`config.mk`:
```
export PLATFORM = sky130hd
export DESIGN_NAME = uart_tx_serializer
export DESIGN_NICKNAME = d
export VERILOG_FILES = /design/src/rtl/uart_tx_serializer.sv
export SDC_FILE = /design/constraint.sdc
export NUM_CORES = 1
export LEC_CHECK = 0
export ABC_CLOCK_PERIOD_IN_PS = 1960
export CAP_MARGIN = 20
export CORE_MARGIN = 5
export CORE_UTILIZATION = 30
export DETAILED_ROUTE_END_ITERATION = 16
export PLACE_DENSITY_LB_ADDON = 0.25
export SLEW_MARGIN = 5
export SYNTH_ARGS = -nofsm -noshare
export SYNTH_HDL_FRONTEND = slang
export SYNTH_SLANG_ARGS = --single-unit
```
`constraint.sdc`:
```
create_clock -name clk -period 1.96 [get_ports clk]
set_input_delay 0.196 -clock clk [delete_from_list [all_inputs] [get_ports clk]]
set_output_delay 0.196 -clock clk [all_outputs]
set_load 0.01 [all_outputs]
```
`src/rtl/uart_tx_serializer.sv`:
```
// uart_tx_serializer: transmit-side UART framer.
// Serialises one parallel word per frame (start, LSB-first data, optional
// parity, 1 or 2 stop bits) at the rate of the incoming baud_tick strobe.
// All outputs are registered: the next-state logic also computes the next
// output values, which are captured on the same edge as the state.
module uart_tx_serializer #(
   parameter int DATA_BITS  = 8,
   parameter int PARITY_EN  = 0,
   parameter int PARITY_ODD = 0,
   parameter int STOP_BITS  = 1
) (
   input  logic                 clk,
   input  logic                 reset_n,
   input  logic                 baud_tick,
   input  logic [DATA_BITS-1:0] tx_data,
   input  logic                 tx_valid,
   output logic                 tx_ready,
   output logic                 tx,
   output logic                 tx_busy,
   output logic                 tx_done
);

   typedef enum logic [2:0] {
      IDLE   = 3'd0,
      ARM    = 3'd1,
      START  = 3'd2,
      DATA   = 3'd3,
      PARITY = 3'd4,
      STOP   = 3'd5
   } state_t;

   localparam logic [3:0] LAST_BIT  = 4'(DATA_BITS - 1);
   localparam logic       LAST_STOP = 1'(STOP_BITS - 1);
   localparam logic       ODD       = 1'(PARITY_ODD);
   localparam logic       HAS_PAR   = (PARITY_EN != 0);

   state_t               state_q, state_d;
   logic [DATA_BITS-1:0] shreg_q, shreg_d;
   logic [3:0]           bcnt_q,  bcnt_d;
   logic                 scnt_q,  scnt_d;
   logic                 par_q,   par_d;
   logic                 tx_d, ready_d, done_d;

   // Frame sequencing. tx_ready is high exactly when the FSM is in IDLE, so
   // the accept condition reduces to IDLE && tx_valid. baud_tick is not
   // looked at in IDLE, which is what makes a tick coinciding with the accept
   // edge fall into the ARM wait instead of starting the frame early.
   always_comb begin
      state_d = state_q;
      shreg_d = shreg_q;
      bcnt_d  = bcnt_q;
      scnt_d  = scnt_q;
      par_d   = par_q;
      done_d  = 1'b0;
      case (state_q)
         IDLE: begin
            if (tx_valid) begin
               shreg_d = tx_data;
               par_d   = (^tx_data) ^ ODD;
               bcnt_d  = 4'd0;
               scnt_d  = 1'b0;
               state_d = ARM;
            end
         end
         ARM: begin
            if (baud_tick) state_d = START;
         end
         START: begin
            if (baud_tick) begin
               bcnt_d  = 4'd0;
               state_d = DATA;
            end
         end
         DATA: begin
            if (baud_tick) begin
               shreg_d = shreg_q >> 1;
               if (bcnt_q == LAST_BIT) begin
                  // counter parks at its last value; it is reloaded on accept
                  scnt_d  = 1'b0;
                  state_d = HAS_PAR ? PARITY : STOP;
               end else begin
                  bcnt_d = bcnt_q + 4'd1;
               end
            end
         end
         PARITY: begin
            if (baud_tick) begin
               scnt_d  = 1'b0;
               state_d = STOP;
            end
         end
         STOP: begin
            if (baud_tick) begin
               if (scnt_q == LAST_STOP) begin
                  done_d  = 1'b1;
                  state_d = IDLE;
               end else begin
                  scnt_d = scnt_q + 1'b1;
               end
            end
         end
         default: state_d = IDLE;
      endcase
   end

   // Line level for the state being entered, so the registered tx changes on
   // the same edge as the state.
   always_comb begin
      tx_d    = 1'b1;
      ready_d = (state_d == IDLE);
      case (state_d)
         START:   tx_d = 1'b0;
         DATA:    tx_d = shreg_d[0];
         PARITY:  tx_d = par_d;
         default: tx_d = 1'b1;
      endcase
   end

   // State, datapath and output registers; reset forces the line high at once.
   always_ff @(posedge clk or negedge reset_n) begin
      if (!reset_n) begin
         state_q  <= IDLE;
         shreg_q  <= '0;
         bcnt_q   <= 4'd0;
         scnt_q   <= 1'b0;
         par_q    <= 1'b0;
         tx       <= 1'b1;
         tx_ready <= 1'b1;
         tx_busy  <= 1'b0;
         tx_done  <= 1'b0;
      end else begin
         state_q  <= state_d;
         shreg_q  <= shreg_d;
         bcnt_q   <= bcnt_d;
         scnt_q   <= scnt_d;
         par_q    <= par_d;
         tx       <= tx_d;
         tx_ready <= ready_d;
         tx_busy  <= ~ready_d;
         tx_done  <= done_d;
      end
   end

endmodule

```
== Word-level counts from Yosys, hierarchy flattened ==
Index checks and enable logic that the tools add are counted.

* Output and inout port bits: 4
* Word-level logic and storage cells: 68
* Flip-flop bits (word level): 21

* $add $sub $neg: 2
* Equality and inequality tests: 16
* Reduce and logical (&&, ||, !) cells: 9
* Bitwise gates (word level): 1
* Multiplexer cells: 30

{| class="wikitable"
|+ Operators with widths
! cell !! count
|-
| two-way mux 3 bit || 8
|-
| one-hot mux 3 bit (6 select lines) || 1
|-
| two-way mux 4 bit || 4
|-
| two-way mux 8 bit || 2
|-
| one-hot mux 8 bit (2 select lines) || 1
|-
| inequality test 2 bit, second input constant || 7
|-
| == test 3 x 2 -> 1 bit, second input constant || 4
|-
| one-hot mux 4 bit (3 select lines) || 1
|-
| two-way mux 1 bit || 11
|-
| == test 3 bit, second input constant || 3
|-
| parity 8 bit || 1
|-
| zero test 3 bit || 2
|-
| AND reduction 6 bit || 1
|-
| AND reduction 5 bit || 1
|-
| adder 4 x 1 -> 4 bit, second input constant || 1
|-
| == test 4 x 3 -> 1 bit, second input constant || 1
|-
| one-hot mux 1 bit (4 select lines) || 1
|-
| nonzero test 4 bit || 1
|-
| == test 3 x 1 -> 1 bit, second input constant || 1
|-
| one-hot mux 1 bit (3 select lines) || 1
|-
| AND reduction 3 bit || 1
|-
| nonzero test 3 bit || 1
|-
| nonzero test 2 bit || 1
|-
| adder 1 bit, second input constant || 1
|-
| inverter 1 bit || 1
|}

== Logic depth before layout (Yosys ltp) ==
* Word-level depth: 6
* Depth in mapped cells: 6
* Gate-level depth less buffers: 5

== Worst setup path before layout ==
No wires, ideal clock.

* Kind: flip-flop to flip-flop
* Start point: register state_q[2]
* End point: register bcnt_q[3]
* Data arrival time: 1360 ps
* Stages on the path, launching flop included: 5
* Library setup time: 78 ps
* Required time: 1882 ps
* Slack: 523 ps
* Path buffers: 0
* Cells stage by stage: dfrtp_1 nor4b_4 a31oi_2 or3_1 a21boi_1

* Cells in the longest elaborated chain, start to end: 3

{| class="wikitable"
|+ Ends and longest elaborated chain
! element !! RTL line !! RTL
|-
| start: declaration || 37 || <nowiki>state_t state_q, state_d;</nowiki>
|-
| start signal: assignment || 132 || <nowiki>state_q <= state_d;</nowiki>
|-
| == test 3 x 2 -> 1 bit / zero test 3 bit (equally long branches) || 55 || <nowiki>case (state_q)</nowiki>
|-
| inequality test 2 bit (no source line) / nonzero test 3 bit (equally long branches) || - ||
|-
| AND reduction 5 bit (no source line) || - ||
|-
| end signal: assignment || 134 || <nowiki>bcnt_q <= bcnt_d;</nowiki>
|-
| end: declaration || 39 || <nowiki>logic [3:0] bcnt_q, bcnt_d;</nowiki>
|}

Several ways; a longest one is shown, not always the timed one.
A chain may end at the register's enable or synchronous reset.

== Worst setup path after layout ==
Ends and elaborated chain as after synthesis.

==> impl_metrics.py <==
metrics = {
    "outcome": {
        "outcome": "complete, no violations",
    },
    "cells_and_area": {
        "n_antenna_cell": 0,
        "area_growth_syn_to_layout_pct": 23.9,
        "drive_gt1_share_pct": 10.5,
        "stdcell_area_um2": 1290,
        "final_util_pct": 38.4,
        "nFillCells": 372,
        "nets": 138,
    },
    "floorplan": {
        "num_io_pins": 16,
        "core_area_um2": 3360,
        "dieArea_um2": 4760,
        "start_util_pct": 31.0,
        "fp.dieW_um": 69.0,
        "die_y_um": 69.0,
        "row_count": 21,
    },
    "yosys": {
        "ys_top_cells_by_area": "dfrtp_1 43%, o21ai_0 6.2%, xnor2_1 5.9%",
        "synth-seq-area-share_pct": 48.2,
        "yosys_warnings": 0,
        "synth_edf_count": 0,
        "avgSynthCellArea_um2": 10.0,
        "synth_nets": 117,
        "synth_top_area_share_pct": 43.2,
        "yosys.area.top_type": "dfrtp_1",
        "netlist_instances": 104,
        "ys_ff_latch": 20,
        "ys.flop_type": "dfrtp_1",
        "ys_async_sr_fraction_pct": 100,
        "synth_area_um2": 1040,
        "synthDistinctLibCells": 32,
    },
    "sta": {
        "hold_viol": 0,
        "fin_setup_tns_ns": 0,
        "worst_pin_slew_ns": 0.464,
        "setup_viol": 0,
        "finalCritPeriodShare_pct": 83.9,
        "slew_headroom_pct": 69.0,
        "fin_skew_ns": 0.00508,
        "maxSlewViolCount": 0,
        "fmax_mhz": 608,
        "period_minus_slack_ns": 1.64,
        "rsz0062_at_grt": "no",
    },
    "clocking": {
        "clock_sinks": 20,
        "clk_pin_slew_ns": 0.11,
        "h-tree-depth": 1,
        "post-cts-setup-buffer-count": 0,
        "cts_buffers": 3,
        "cts_resized": 0,
        "hold_buffers": 0,
        "clk_latency_ns": 0.30,
        "cts_buffer_depth": 2,
        "cts_root_buf": "clkbuf_4",
        "cts_tree": "done",
    },
    "route": {
        "wl_mm": 2.01,
        "ant_nets": 0,
        "wl_per_cell_um": 11.8,
        "viasPerCell": 4.77,
        "route.detailed.drc": 0,
        "drt_pass1_iterations": 4,
        "dr_total_vias": 811,
        "drtIter0Drc": 71,
    },
    "critical_path": {
        "cp_max_fo": 9,
        "worstPathRequired_ns": 2.19,
        "end_kind": "flip-flop",
        "crit_chain": "nor4b_4 -> a31oi_2 -> or3_1 -> a21boi_1",
        "critPathArrivalTime_ns": 1.88,
        "slowest_stage": "dfrtp_1",
        "worstSetupPathType": "flip-flop to flip-flop",
        "start_kind": "flip-flop",
        "slowest_delay_ns": 0.50,
        "cp_top_family": "simple AND/OR/NAND/NOR gates",
        "path_buf_inv": 0,
    },
    "placement": {
        "dpl-instance-area_um2": 1270,
        "gp_congestion": 0.777,
        "hpwl_mm": 1.52,
        "port_buffers": 15,
    },
    "pwr": {
        "sw_frac_of_total_pct": 36.9,
        "power_frac_seq_pct": 45.3,
        "pwr-share-comb_pct": 40.0,
        "power_density_nw_per_um2": 1090,
        "ir_worst_vdd_uv": 499,
        "leakage_nw": 0.510,
        "p_int_mw": 0.887,
        "total_power_mw": 1.41,
        "clkPwrFrac_pct": 14.7,
        "p_sw_mw": 0.519,
    },
    "global_route": {
        "grtUsageTotal_pct": 10.2,
        "grt_max_degree": 21,
        "antenna_found_initial": 0,
        "overflow": 0,
        "grt_pass1_wl_mm": 3.71,
        "first_global_vias": 821,
    },
    "flow_run": {
        "maxCapViolCount": 0,
    },
    "min_path": {
        "min_path_type": "input pin to async pin",
    },
}
==> per-stage QoR <==
step | std cells | setup WS [ns] | hold WS, ns
floorplan | 104 | 0.523 | -0.0996
global placement | 166 | 0.160 | 0.467
detailed placement | 166 | 0.0838 | 0.474
CTS | 170 | 0.299 | 0.227
global route | 170 | 0.211 | 0.231
finish | 170 | 0.315 | 0.221
==> power by group through the flow <==
stage / Combinational (mW) / Clock, mW / Sequential [mW]
floorplan: 0.437 / 0 / 0.605
global placement: 0.566 / 0 / 0.644
detailed placement: 0.570 / 0 / 0.644
CTS: 0.571 / 0.214 / 0.637
global route: 0.652 / 0.234 / 0.657
finish: 0.562 / 0.206 / 0.636
==> area by class of cell <==
cell class / instances / area, µm² / share of cell area, %
multi-input combinational: 78 / 507 / 39.2
tap: 46 / 57.6 / 4.45
timing repair buffer: 21 / 195 / 15.1
sequential: 20 / 503 / 38.9
clock buffer: 4 / 26.3 / 2.03
inverter: 1 / 3.75 / 0.290
==> flip-flops by register name (all words and copies together), names as in the netlist <==
| name | count |
|---|---|
| tx_done | 1 |
| state_q | 3 |
| tx_ready | 1 |
| bcnt_q | 4 |
| par_q | 1 |
| tx_busy | 1 |
| shreg_q | 8 |
| tx | 1 |
==> per-layer routing <==
layer	track usage, %	wire length, µm
met3	3.89	127
met5	0	0
met2	15.5	860
met4	2.43	14
met1	13.7	1010
==> Yosys cell counts (2+ instances only) <==
cell and instances:
a21o_1 2, a21oi_1 3, a22oi_1 6, and3b_1 2
buf_2 3, buf_4 2, dfrtp_1 18, dfstp_2 2
nand2_1 13, nand2b_1 5, nand3_1 2, nand4b_1 2
nor2_1 4, nor2b_1 3, o21ai_0 13, or3_1 2
xnor2_1 7
==> final timing paths <==
check                           slack [ns]  cells after the start                     end              startpoint
max in group asynchronous             1.47                      2      tx_ready$_DFF_PN1_                 reset_n
worst min register to register        0.49                      2  shreg_q[2]$_DFFE_PN0P_  shreg_q[2]$_DFFE_PN0P_
worst max register to register        0.32                      4   bcnt_q[3]$_DFFE_PN0P_    state_q[2]$_DFF_PN0_
min in group clk                      0.49                      2  shreg_q[2]$_DFFE_PN0P_  shreg_q[2]$_DFFE_PN0P_
worst min-delay path                  0.22                      2   bcnt_q[1]$_DFFE_PN0P_                 reset_n
worst max-delay path                  0.32                      4   bcnt_q[3]$_DFFE_PN0P_    state_q[2]$_DFF_PN0_
==> cell families (layout without fill, tap and decap cells) <==
group / Yosys count / in the layout / synth area share [%]
XOR/XNOR: 7 / 7 / 5.88
AND/OR/NAND/NOR: 39 / 39 / 21.8
flip-flops: 20 / 20 / 48.2
adder cells (fa/ha/maj): 1 / 1 / 1.20
AO/OA/AOI/OAI: 31 / 31 / 19.7
buffers and inverters: 6 / 26 / 3.24
==> cells in the final DEF (no fill, tap or decap), types with 2 or more instances in the layout <==
cell type         n
nor2b_1           3
a21oi_1           3
clkbuf_4          3
nand2_1          13
xnor2_1           7
buf_4             6
nand3_1           2
o21ai_0          13
nand2b_1          5
or3_1             2
dfrtp_1          18
a22oi_1           6
dfstp_2           2
clkdlybuf4s50_1  15
a21o_1            2
nor2_1            4
nand4b_1          2
and3b_1           2
No activity file was read; power rests on OpenSTA's default activity.
